File: config.mk
export PLATFORM = sky130hd
export DESIGN_NAME = itr_ctrl
export DESIGN_NICKNAME = d
export VERILOG_FILES = /design/src/rtl/sapho_pkg.sv /design/src/rtl/prio_enc.sv /design/src/rtl/itr_ctrl.sv
export SDC_FILE = /design/constraint.sdc
export NUM_CORES = 1
export LEC_CHECK = 0
export CAP_MARGIN = 20
export CORE_UTILIZATION = 35
export CTS_CLUSTER_DIAMETER = 150
export DETAILED_ROUTE_END_ITERATION = 10
export GPL_TIMING_DRIVEN = 0
export PLACE_DENSITY = 0.67
export SLEW_MARGIN = 20
export SYNTH_ARGS = -nofsm -noshare
export SYNTH_HDL_FRONTEND = slang
export SYNTH_HIERARCHICAL = 1
export SYNTH_SLANG_ARGS = --single-unit
File: constraint.sdc
create_clock -name clk_i -period 3.1 [get_ports clk_i]
set_clock_uncertainty 0.15 [all_clocks]
set_input_delay 0.62 -clock clk_i [delete_from_list [all_inputs] [get_ports clk_i]]
set_output_delay 0.62 -clock clk_i [all_outputs]
set_load 0.01 [all_outputs]
File: src/rtl/sapho_pkg.sv
// Shared definitions for the processor blocks around the prefetch stage.
// Holds the flow-control opcodes, the interrupt sequencer state encoding,
// and a constant-safe clog2 helper used to size index ports.
package sapho_pkg;

    // Opcodes that load the PC; the core uses them to build the branch strobe.
    localparam logic [3:0] OP_JMP = 4'd12;
    localparam logic [3:0] OP_JIZ = 4'd13;
    localparam logic [3:0] OP_CAL = 4'd14;
    localparam logic [3:0] OP_RET = 4'd15;

    typedef enum logic [1:0] {
        ST_IDLE    = 2'd0,
        ST_ARM     = 2'd1,
        ST_SERVICE = 2'd2
    } itr_state_e;

    // Bits needed to index n items, never less than 1 so a single
    // source still gets a real port.
    function automatic int clog2(input int n);
        int r;
        r = 0;
        for (int k = 0; k < 32; k++)
            if ((1 << r) < n) r = r + 1;
        return (r < 1) ? 1 : r;
    endfunction

endpackage

File: src/rtl/prio_enc.sv
// Lowest-index priority encoder.
//   vec_i   : request vector
//   valid_o : any bit of vec_i set
//   idx_o   : index of the lowest set bit (0 when none set)
module prio_enc #(
    parameter int N  = 4,
    parameter int IW = 2
) (
    input  logic [N-1:0]  vec_i,
    output logic          valid_o,
    output logic [IW-1:0] idx_o
);

    always_comb begin
        idx_o = '0;
        // Scan high to low so the last hit, the lowest index, sticks.
        for (int i = N - 1; i >= 0; i--)
            if (vec_i[i]) idx_o = IW'(i);
    end

    assign valid_o = |vec_i;

endmodule

File: src/rtl/itr_ctrl.sv
// Vectored interrupt sequencer for the core's itr input.
// Latches rising edges on req_i, gates them with a mask and gie, and fires
// a one-cycle itr_o with the vector address of the lowest pending source.
// Interrupts are non-nested: after a fire nothing else is taken until the
// RET that unwinds the call depth back to the ISR's entry level.
//   clk_i, rst_i      : clock, synchronous active-low reset
//   req_i             : edge-sensitive request lines
//   gie_i             : global interrupt enable
//   mask_we_i/din_i   : mask register write port
//   branch_i          : current instruction loads the PC (defers a fire)
//   isp_push_i/pop_i  : return-stack strobes (CAL/RET)
//   itr_o, itr_addr_o : fire strobe and vector address
//   in_service_o      : ISR active
//   itr_id_o          : source being / last serviced
//   pend_o, mask_o    : pending flags and mask register
module itr_ctrl
    import sapho_pkg::*;
#(
    parameter int                NITR    = 4,
    parameter int                MINSTW  = 8,
    parameter logic [MINSTW-1:0] ITRADD  = '0,
    parameter int                ITRSTEP = 4,
    parameter int                DEPW    = 5,
    localparam int               IDW     = clog2(NITR)
) (
    input  logic              clk_i,
    input  logic              rst_i,
    input  logic [NITR-1:0]   req_i,
    input  logic              gie_i,
    input  logic              mask_we_i,
    input  logic [NITR-1:0]   mask_din_i,
    input  logic              branch_i,
    input  logic              isp_push_i,
    input  logic              isp_pop_i,
    output logic              itr_o,
    output logic [MINSTW-1:0] itr_addr_o,
    output logic              in_service_o,
    output logic [IDW-1:0]    itr_id_o,
    output logic [NITR-1:0]   pend_o,
    output logic [NITR-1:0]   mask_o
);

    itr_state_e        state_q, state_d;
    logic [NITR-1:0]   req_q, pend_q, pend_d, mask_q;
    logic [IDW-1:0]    itr_id_q, sel;
    logic [DEPW-1:0]   depth_q, depth_d, entry_depth_q;
    logic              any_sel, eligible, itr;
    logic [NITR-1:0]   clr;

    prio_enc #(.N(NITR), .IW(IDW)) u_prio (
        .vec_i   (pend_q & mask_q),
        .valid_o (any_sel),
        .idx_o   (sel)
    );

    assign eligible = gie_i & any_sel;
    // A fire is deferred while the current instruction redirects the PC,
    // otherwise the saved return address would be wrong.
    assign itr      = (state_q == ST_ARM) & ~branch_i & eligible;

    assign clr    = itr ? (NITR'(1) << sel) : '0;
    // A fresh edge on the bit being cleared must not be lost: set wins.
    assign pend_d = (pend_q & ~clr) | (req_i & ~req_q);

    // itr counts as a push: the core stacks the return address on entry.
    assign depth_d = depth_q + DEPW'(isp_push_i | itr) - DEPW'(isp_pop_i);

    always_comb begin
        state_d = state_q;
        unique case (state_q)
            ST_IDLE:    if (eligible) state_d = ST_ARM;
            ST_ARM: begin
                if (itr)            state_d = ST_SERVICE;
                else if (!eligible) state_d = ST_IDLE;
            end
            ST_SERVICE: if (isp_pop_i && depth_q == entry_depth_q) state_d = ST_IDLE;
            default:    state_d = ST_IDLE;
        endcase
    end

    always_ff @(posedge clk_i) begin
        if (!rst_i) begin
            state_q       <= ST_IDLE;
            req_q         <= req_i;   // level already high is not an edge
            pend_q        <= '0;
            mask_q        <= '0;
            itr_id_q      <= '0;
            depth_q       <= '0;
            entry_depth_q <= '0;
        end else begin
            state_q <= state_d;
            req_q   <= req_i;
            pend_q  <= pend_d;
            depth_q <= depth_d;
            if (mask_we_i) mask_q <= mask_din_i;
            if (itr) begin
                itr_id_q      <= sel;
                entry_depth_q <= depth_q + DEPW'(1);
            end
        end
    end

    assign itr_o        = itr;
    assign itr_addr_o   = itr ? ITRADD + MINSTW'(sel) * MINSTW'(ITRSTEP) : ITRADD;
    assign in_service_o = (state_q == ST_SERVICE);
    assign itr_id_o     = itr_id_q;
    assign pend_o       = pend_q;
    assign mask_o       = mask_q;

endmodule

==> metrics.cfg, run 1 <==
[synthesis]
yosysTopAreaCellShare_pct = 38.6
synth_area_leaders = dfxtp_1, ha_1, nor2b_1
yosys_warnings = 6
syn-cell-area_um2 = 1350
synth_cells = 137
ys_ff_latch = 26
synth_area_per_cell_um2 = 9.84
synth-seq-area-share_pct = 38.6
ys_types = 37
synth_top_area_cell = dfxtp_1

[worst_setup_path]
cp_max_fo = 5
ff2ff_path_depth = 16
critPathKind = reg2out
start_kind = flip-flop
critPathArrivalTime_ns = 2.13
endpoint_kind = output pin
critPathRequiredTime_ns = 2.33

[timing]
tightest_slew_ns = 0.526
grt_setup_unrepaired = false
hold_viol = 0
max_freq_ghz = 0.344
final_max_slew_viol_count = 0
slew_headroom_pct = 64.7
finalCritPeriodShare_pct = 93.7
period_needed_ns = 2.90
setup_viol_count_final = 0
fin_setup_tns_ns = 0

[layout]
diodes = 0
layout-drive-gt1-share_pct = 14.8
area_growth_pct = 35.7
fin_cells = 230
fill_cells = 365
fin_nets = 207

[placement]
hpwlAfterDp_um = 2000
place_congestion = 0.752
io_buffer_count = 27
dp_cells = 217

[route]
drtPass1Iterations = 4
wl_um = 2750
initialDrtViolationCount = 26
drc = 0
antenna_left = 0
vias = 1057
routed_via_density = 4.60
avgRoutedWirePerCell_um = 12.0

[hold_path]
min_path_cells = 2
worstHoldPathType = reg2reg

[global_route]
grt_max_degree = 15
track_usage_pct = 14.0
grt_pass1_vias = 1014
overflow = 0
grt_first_pass_wirelength_um = 4470
antenna_found_initial = 0

[die]
dieArea_um2 = 4100
start_util_pct = 36.5
rows = 22
core_um2 = 3690
die_x_um = 64.1
die_y_um = 64.1
pin_count = 35

[clock_tree]
clk_pin_slew_ns = 0.09
cts_hold_buffers = 0
cts.sinks = 26
clkLatencyLatePin_ns = 0.27
cts_inserted_buffers = 3
cts_tree = done
clk_path_buf_depth = 2
htree_num_levels = 1
cts-root-buf = clkbuf_8

[pwr]
cellLeakagePower_nw = 0.828
vdd_ir_drop_max_mv = 0.254
powerDensity_nw_per_um2 = 473

[run]
cap_violations = 0

[status]
status = complete, no violations

==> registers in the layout (all words and copies together) (netlist names) <==
| name | count |
|---|---|
| mask_o | 4 |
| depth_q | 5 |
| entry_depth_q | 5 |
| req_q | 4 |
| state_q | 2 |
| itr_id_o | 2 |
| pend_o | 4 |
==> through the flow <==
stage               worst slack (ns)  power [mW]  instance area [um^2]  hold WS [ns]  utilization, %
floorplan                      0.298       0.571                  1370         0.310               -
global placement              -0.265       0.632                  1700         0.314            46.0
detailed placement            -0.343       0.642                  1700         0.316            46.0
CTS                           0.0107       0.864                  1770         0.329            47.9
global route                  0.0138       0.923                  1830         0.346            49.6
finish                         0.195       0.864                  1830         0.336            49.6
==> timing repair <==
| action | 4_1_cts | 5_1_grt |
|---|---|---|
| gates resized for setup | 2 | 3 |
| endpoints found under the setup margin | 1 | 3 |
| buffers inserted | 2 | 7 |
| pin swaps | 2 | 2 |
==> worst max-delay path, stage by stage (launching register included) <==
cell             delay [ns]
dfxtp_1                0.36
and2_1                 0.20
nor2_1                 0.06
nand2_1                0.12
nand4b_4               0.16
nor2_8                 0.13
buf_4                  0.14
and2_4                 0.15
clkdlybuf4s50_1        0.53
==> synth_stat cells, drive strengths merged <==
cell and n:
nor2 5, clkbuf 3, xor2 1, nor3 2
nor4b 2, xnor2 10, o211ai 1, a21o 1
o221a 1, and2 8, o21a 3, dfxtp 26
ha 8, conb 1, and2b 1, mux2i 5
inv 7, nand2b 2, o211a 4, fa 1
nor3b 1, a21oi 4, nor2b 14, nand4 1
o41ai 1, nand3b 1, buf 7, nand4b 1
and3b 1, nand2 9, a21boi 1, o21ai 4
==> layout by cell type, fill, tap and decap left out, drive strengths merged, types with 2 or more instances in the layout <==
master          n
dfxtp          26
clkdlybuf4s50  25
buf            16
nor2b          14
xnor2          10
nand2           9
and2            8
ha              8
inv             7
clkbuf          7
conb            6
mux2i           5
nor2            5
o211a           4
o21ai           4
a21oi           4
o21a            3
nor4b           2
nor3            2
nand2b          2
==> worst paths after layout <==
check / end / slack [ns] / startpoint
setup / recovery: itr_addr_o[2] / 0.20 / pend_o[0]
hold / removal: pend_o[2] / 0.34 / req_q[2]
setup reg to reg: depth_q[4] / 0.22 / pend_o[0]
hold reg to reg: pend_o[2] / 0.34 / req_q[2]
==> kinds of logic (layout without fill, tap and decap cells) <==
logic type               after synthesis  after routing  share of synthesized area (%)
XOR/XNOR                              11             11                           7.15
multiplexers                           5              5                           3.71
flip-flops                            26             26                           38.6
buffers and inverters                 17             57                           7.24
other                                  1              6                          0.278
AO/OA/AOI/OAI                         20             20                           11.0
adder cells (fa/ha/maj)                9              9                           8.91
AND/OR/NAND/NOR                       48             48                           23.0
==> report_power, final <==
part	internal, mW	leakage, nW	switching [mW]	total [mW]
Sequential	0.364	0.214	0.0403	0.405
Combinational	0.141	0.585	0.0998	0.241
Clock	0.114	0.0288	0.105	0.219
==> metal layers <==
layer / wire length, um / GRT usage (%) / part of all wire, %
met5: 0 / 0 / 0
met3: 148 / 2.14 / 5.4
met2: 1360 / 25.1 / 49
met1: 1200 / 16.5 / 44
met4: 37 / 5.11 / 1.3
==> area by class of cell <==
cell class                      count  area, um^2  share of cell area (%)
Multi-Input combinational cell     99         756                    41.3
Sequential cell                    26         520                    28.5
Timing Repair Buffer               36         339                    18.5
Buffer                             10        71.3                    3.90
Tap cell                           48        60.1                    3.29
Clock buffer                        4        55.1                    3.01
Inverter                            7        26.3                    1.44
(Power assumes the default switching activity.)
==> run 2: changes to the inputs <==
Clock period 3.1 ns to 3.3 ns, I/O delays scaled along.
==> run 2 against run 1 <==
Effect of this change:
- routed wire length shrank 4.4%
- flip-flop and latch count unchanged
- core utilization shrank 1.6 points
- first-iteration DRC count is 12% higher
- clock power fell by 7%
- critical endpoint unchanged
- largest cell class unchanged
- setup slack worse by 0.051 ns
- sequential share of layout area grew 0.95 points
- via count shrank 3.0%
- combinational power down 10%
==> metrics.cfg, run 2 (same netlist as run 1, synthesis figures left out) <==
[status]
status = complete, no violations

[route]
initialDrtViolationCount = 29  ; +12%
routed_via_density = 4.60  ; about the same
wl_um = 2630  ; -4.4%
drtPass1Iterations = 5  ; +1
avgRoutedWirePerCell_um = 11.8  ; -1.4%
drc = 0  ; unchanged
vias = 1025  ; -3.0%
antenna_left = 0  ; unchanged

[hold_path]
worstHoldPathType = reg2reg
min_path_cells = 2  ; unchanged

[clock_tree]
cts_tree = done
htree_num_levels = 1  ; unchanged
clk_path_buf_depth = 2  ; unchanged
cts.sinks = 26  ; unchanged
cts_inserted_buffers = 3  ; unchanged
cts-root-buf = clkbuf_8
clk_pin_slew_ns = 0.09  ; about the same
clkLatencyLatePin_ns = 0.27  ; about the same

[worst_setup_path]
start_kind = primary input
cp_max_fo = 4  ; -1
critPathRequiredTime_ns = 2.49  ; +0.16 ns
ff2ff_path_depth = 16  ; unchanged
max_stage_delay_ns = 0.53  ; about the same
path_cells = clkdlybuf4s50_1 > nand4b_4 > nor2_8 > buf_4 > and2_4 > clkdlybuf4s50_1
critPathKind = in2out
cp.depth = 6  ; -2
endpoint_kind = output pin
path_buf_inv = 3  ; +1
cpMostUsedCell = clkdlybuf4s50_1
slowest_stage = clkdlybuf4s50_1
critPathTopFamily = buffers and inverters
critPathArrivalTime_ns = 2.35  ; +0.22 ns

[layout]
layout_common_cells = clkdlybuf4s50_1, dfxtp_1, nor2b_1, xnor2_1, nand2_1
post-route-util_pct = 48.0  ; -1.6 points
layout.cells.most_common = clkdlybuf4s50_1
fin_nets = 200  ; -3.4%
fill_cells = 366  ; +0.27%
largestRegisters = depth_q: 5 flops, entry_depth_q: 5 flops
diodes = 0  ; unchanged
area_growth_pct = 31.3
layout-drive-gt1-share_pct = 10.3  ; -4.5 points

[die]
dieArea_um2 = 4100  ; unchanged
start_util_pct = 36.5  ; unchanged
rows = 22  ; unchanged
die_y_um = 64.1  ; unchanged
die_x_um = 64.1  ; unchanged
core_um2 = 3690  ; unchanged
pin_count = 35  ; unchanged

[timing]
grt_setup_unrepaired = false
hold_viol = 0  ; unchanged
period_needed_ns = 3.16
max_freq_ghz = 0.317
finalCritPeriodShare_pct = 95.6
final_max_slew_viol_count = 0  ; unchanged
setup_viol_count_final = 0  ; unchanged
tightest_slew_ns = 0.526  ; -0.000271 ns
setup_ws_ns = 0.144  ; -0.0514 ns
slew_headroom_pct = 64.7  ; about the same

[pwr]
p_seq_share_pct = 47.4  ; +0.6 points
intPower_mw = 0.574  ; -7.2%
powerDensity_nw_per_um2 = 453  ; -4.2%
cellLeakagePower_nw = 0.769  ; -7.1%
switching_share_pct = 28.3  ; -0.066 points
vdd_ir_drop_max_mv = 0.237  ; -6.6%
power_frac_clock_pct = 25.5  ; +0.2 points
power_mw = 0.801  ; -7.3%
share_comb_of_total_power_pct = 27.0  ; -0.9 points
switchingPower_mw = 0.227  ; -7.5%

[global_route]
overflow = 0  ; unchanged
grt_max_degree = 15  ; unchanged
grt_first_pass_wirelength_um = 4440  ; -0.78%
grt_pass1_vias = 1004  ; -0.99%
track_usage_pct = 13.8  ; -0.11 points
antenna_found_initial = 0  ; unchanged

[placement]
place_congestion = 0.752  ; unchanged
io_buffer_count = 27  ; unchanged
place_ws_ns = -0.183  ; +0.160 ns
hpwlAfterDp_um = 2000  ; unchanged

[run]
cap_violations = 0  ; unchanged

run 2: cell count changes in the layout (fill, tap and decap cells not counted):
cell	previous run	this run
buf_4	15	8
clkdlybuf4s50_1	25	27
dlygate4sd2_1	1	0
dlymetal6s2s_1	1	0
fa_1	0	1
fa_2	1	0
ha_1	7	8
ha_2	1	0
run 2: per-layer routing:
metal  track usage, %  up-vias  wire length [um]
li1                 -      518                 -
met1             16.4      470              1190
met2             24.9       33              1250
met3             2.14        4               148
met4             5.11        0                37
met5                0        -                 0
run 2: power by group through the flow:
stage                     clock network [mW]  logic [mW]  registers (mW)
after floorplan                            0       0.156           0.380
after global placement                     0       0.207           0.387
after detailed placement                   0       0.215           0.388
after CTS                              0.211       0.217           0.381
after global routing                   0.225       0.248           0.384
final                                  0.204       0.217           0.380
run 2: path summary, 6_finish.rpt:
kind	startpoint	endpoint	slack, ns
max	gie_i	itr_addr_o[2]	0.14
min	req_q[2]	pend_o[2]	0.34
max reg2reg	pend_o[0]	depth_q[4]	0.34
min reg2reg	req_q[2]	pend_o[2]	0.34
run 2: cell type report:
cell class | count | area, um^2 | share of cell area, %
multi-input combinational | 99 | 751 | 42.4
buffer | 10 | 71.3 | 4.03
tap | 48 | 60.1 | 3.39
clock buffer | 4 | 55.1 | 3.11
sequential | 26 | 520 | 29.4
timing repair buffer | 29 | 285 | 16.1
inverter | 7 | 26.3 | 1.49
run 2: stage by stage:
stage               cell area [um^2]  hold WS [ns]  cells  setup TNS (ns)
floorplan                       1370         0.310    142               0
global placement                1700         0.314    217          -0.105
detailed placement              1700         0.316    217          -0.183
CTS                             1750         0.329    221               0
global route                    1770         0.346    223               0
finish                          1770         0.335    223               0
run 2: worst reg2reg max path, stage by stage (launching register included):
cell and delay, ns:
dfxtp_1 0.36, and2_1 0.20, nor2_1 0.06, nand2_1 0.12, nand4b_4 0.16, nor2_8 0.16
buf_8 0.14, nor2_1 0.05, ha_1 0.27, inv_1 0.06, ha_1 0.15, inv_1 0.06
fa_1 0.38, nor2b_2 0.15, o21a_1 0.14, o21ai_0 0.07, and3b_1 0.18
run 2: what timing repair did:
item | CTS | global route
endpoints found under the setup margin | 0 | 1
resized for setup | 0 | 1
setup buffers | 0 | 2
endpoints found under the hold margin | 0 | 0
hold buffers | 0 | 0
==> run 3: changes to the inputs <==
Settings changed: DONT_BUFFER_PORTS set to 1, PLACE_DENSITY 0.67 to 0.55.
==> run 3 against run 2 <==
Effect of this change:
- flip-flop and latch count unchanged
- total power decreased by 7.7%
- core utilization decreased by 8.2 points
- via count decreased by 14%
- non-clock buffer count decreased by 29
- critical endpoint is now depth_q[4]
- largest power group unchanged
==> metrics.cfg, run 3 (same netlist as run 1, synthesis figures left out) <==
[timing]
final_max_slew_viol_count = 0  ; unchanged
setup_viol_count_final = 0  ; unchanged
slew_headroom_pct = 65.3  ; +0.61 points
setup_ws_ns = 0.270  ; +0.126 ns
hold_viol = 0  ; unchanged
grt_setup_unrepaired = false
finalCritPeriodShare_pct = 91.8  ; -3.8 points
max_freq_ghz = 0.330  ; +4.2%
period_needed_ns = 3.03  ; -0.126 ns
tightest_slew_ns = 0.517  ; -0.00904 ns
fin_setup_tns_ns = 0  ; unchanged

[clock_tree]
cts.sinks = 26  ; unchanged
clkLatencyLatePin_ns = 0.26  ; about the same
cts_tree = done
cts-root-buf = clkbuf_8
post_cts_buffers = 0  ; unchanged
clk_pin_slew_ns = 0.09  ; about the same
cts_inserted_buffers = 3  ; unchanged
htree_num_levels = 1  ; unchanged
ctsResizeCount = 0  ; unchanged
clk_path_buf_depth = 2  ; unchanged
cts_hold_buffers = 0  ; unchanged

[pwr]
power_frac_clock_pct = 24.0  ; -1.5 points
power_mw = 0.739  ; -7.7%
intPower_mw = 0.524  ; -8.8%
switching_share_pct = 29.2  ; +0.84 points
vdd_ir_drop_max_mv = 0.242  ; +2.0%
p_seq_share_pct = 51.8  ; +4.4 points
switchingPower_mw = 0.216  ; -5.0%
cellLeakagePower_nw = 0.651  ; -15%
share_comb_of_total_power_pct = 24.2  ; -2.8 points
powerDensity_nw_per_um2 = 504  ; +11%

[layout]
layout-drive-gt1-share_pct = 9.66  ; -0.63 points
fill_cells = 376  ; +2.7%
fin_nets = 171  ; -14%
diodes = 0  ; unchanged
layout.cells.most_common = dfxtp_1
largestRegisters = depth_q: 5 flops, entry_depth_q: 5 flops
area_growth_pct = 8.91
layout_common_cells = dfxtp_1, nor2b_1, xnor2_1, nand2_1, ha_1
fin_cells = 193  ; -13%

[hold_path]
worstHoldPathType = in2reg

[global_route]
grt_max_degree = 14  ; -1
grt_first_pass_wirelength_um = 4080  ; -8.1%
antenna_found_initial = 0  ; unchanged
grt_pass1_vias = 900  ; -10%
track_usage_pct = 13.1  ; -0.76 points
overflow = 0  ; unchanged

[placement]
place_congestion = 0.745  ; -0.94%
hpwlAfterDp_um = 1890  ; -5.6%
io_buffer_count = 0  ; -100%
dp_cells = 190  ; -12%
place_ws_ns = 0.242  ; +0.424 ns

[status]
status = complete, no violations

[die]
pin_count = 35  ; unchanged
rows = 22  ; unchanged
die_y_um = 64.1  ; unchanged
dieArea_um2 = 4100  ; unchanged
core_um2 = 3690  ; unchanged
start_util_pct = 36.5  ; unchanged
die_x_um = 64.1  ; unchanged

[worst_setup_path]
start_kind = flip-flop
slowest_stage = dfxtp_1
path_cells = and2_1 > nor2_1 > nand2_1 > nand4b_4 > nor2_8 > buf_8 > nor2_1 > ha_1 > inv_1 > ha_1 > inv_1 > fa_1 > nor2b_1 > o21a_1 > o21ai_0 > and3b_1
critPathKind = reg2reg
critPathRequiredTime_ns = 3.32  ; +0.83 ns
critPathArrivalTime_ns = 3.05  ; +0.70 ns
endpoint_kind = flip-flop
cp_max_fo = 10  ; +6
critPathTopFamily = simple AND/OR/NAND/NOR gates
max_stage_delay_ns = 0.41  ; -0.12 ns
path_buf_inv = 3  ; unchanged

[route]
drc = 0  ; unchanged
initialDrtViolationCount = 42  ; +45%
drtPass1Iterations = 2  ; -3
wl_um = 2400  ; -8.7%
routed_via_density = 4.56  ; -0.80%
antenna_left = 0  ; unchanged
avgRoutedWirePerCell_um = 12.4  ; +5.4%
vias = 880  ; -14%

[run]
cap_violations = 0  ; unchanged

-- run 3: cell types whose count changed in the layout (fill, tap and decap cells not counted), sizes merged --
cell	delta
buf	-2
clkbuf	-1
clkdlybuf4s50	-27
-- run 3: power groups by stage --
stage / Clock [mW] / Sequential [mW] / Combinational, mW
after global routing: 0.196 / 0.388 / 0.207
after global placement: 0 / 0.390 / 0.177
after floorplan: 0 / 0.380 / 0.156
after CTS: 0.184 / 0.384 / 0.181
after detailed placement: 0 / 0.392 / 0.180
final: 0.177 / 0.383 / 0.179
-- run 3: layout make-up --
| type | count | area, um^2 | area share (%) |
|---|---|---|---|
| tap | 48 | 60.1 | 4.09 |
| inverter | 7 | 26.3 | 1.79 |
| sequential | 26 | 520 | 35.5 |
| buffer | 10 | 71.3 | 4.86 |
| multi-input combinational | 99 | 748 | 51.0 |
| clock buffer | 3 | 41.3 | 2.81 |
-- run 3: worst paths after layout --
kind | startpoint | end | slack [ns] | cells past startpoint
worst min-delay path | req_i[2] | req_q[2] | 0.26 | 0
worst max register to register | pend_o[0] | depth_q[4] | 0.27 | 16
worst max-delay path | pend_o[0] | depth_q[4] | 0.27 | 16
worst min register to register | req_q[0] | pend_o[0] | 0.34 | 2
-- run 3: stage by stage --
| stage | hold WS, ns | utilization [%] | cell area [um^2] |
|---|---|---|---|
| 2_1_floorplan | 0.310 | - | 1370 |
| 3_3_place_gp | 0.328 | 38.7 | 1430 |
| 3_5_place_dp | 0.326 | 38.7 | 1430 |
| 4_1_cts | 0.256 | 39.8 | 1470 |
| 5_1_grt | 0.246 | 39.8 | 1470 |
| 6_report | 0.264 | 39.8 | 1470 |
-- run 3: layer usage --
layer  global-route usage (%)  vias to the layer above  wire [um]
met2                     21.8                       19       1130
met4                     5.97                        0         23
met1                     15.4                      395       1090
li1                         -                      464          -
met3                     3.75                        2        157
met5                        0                        -          0
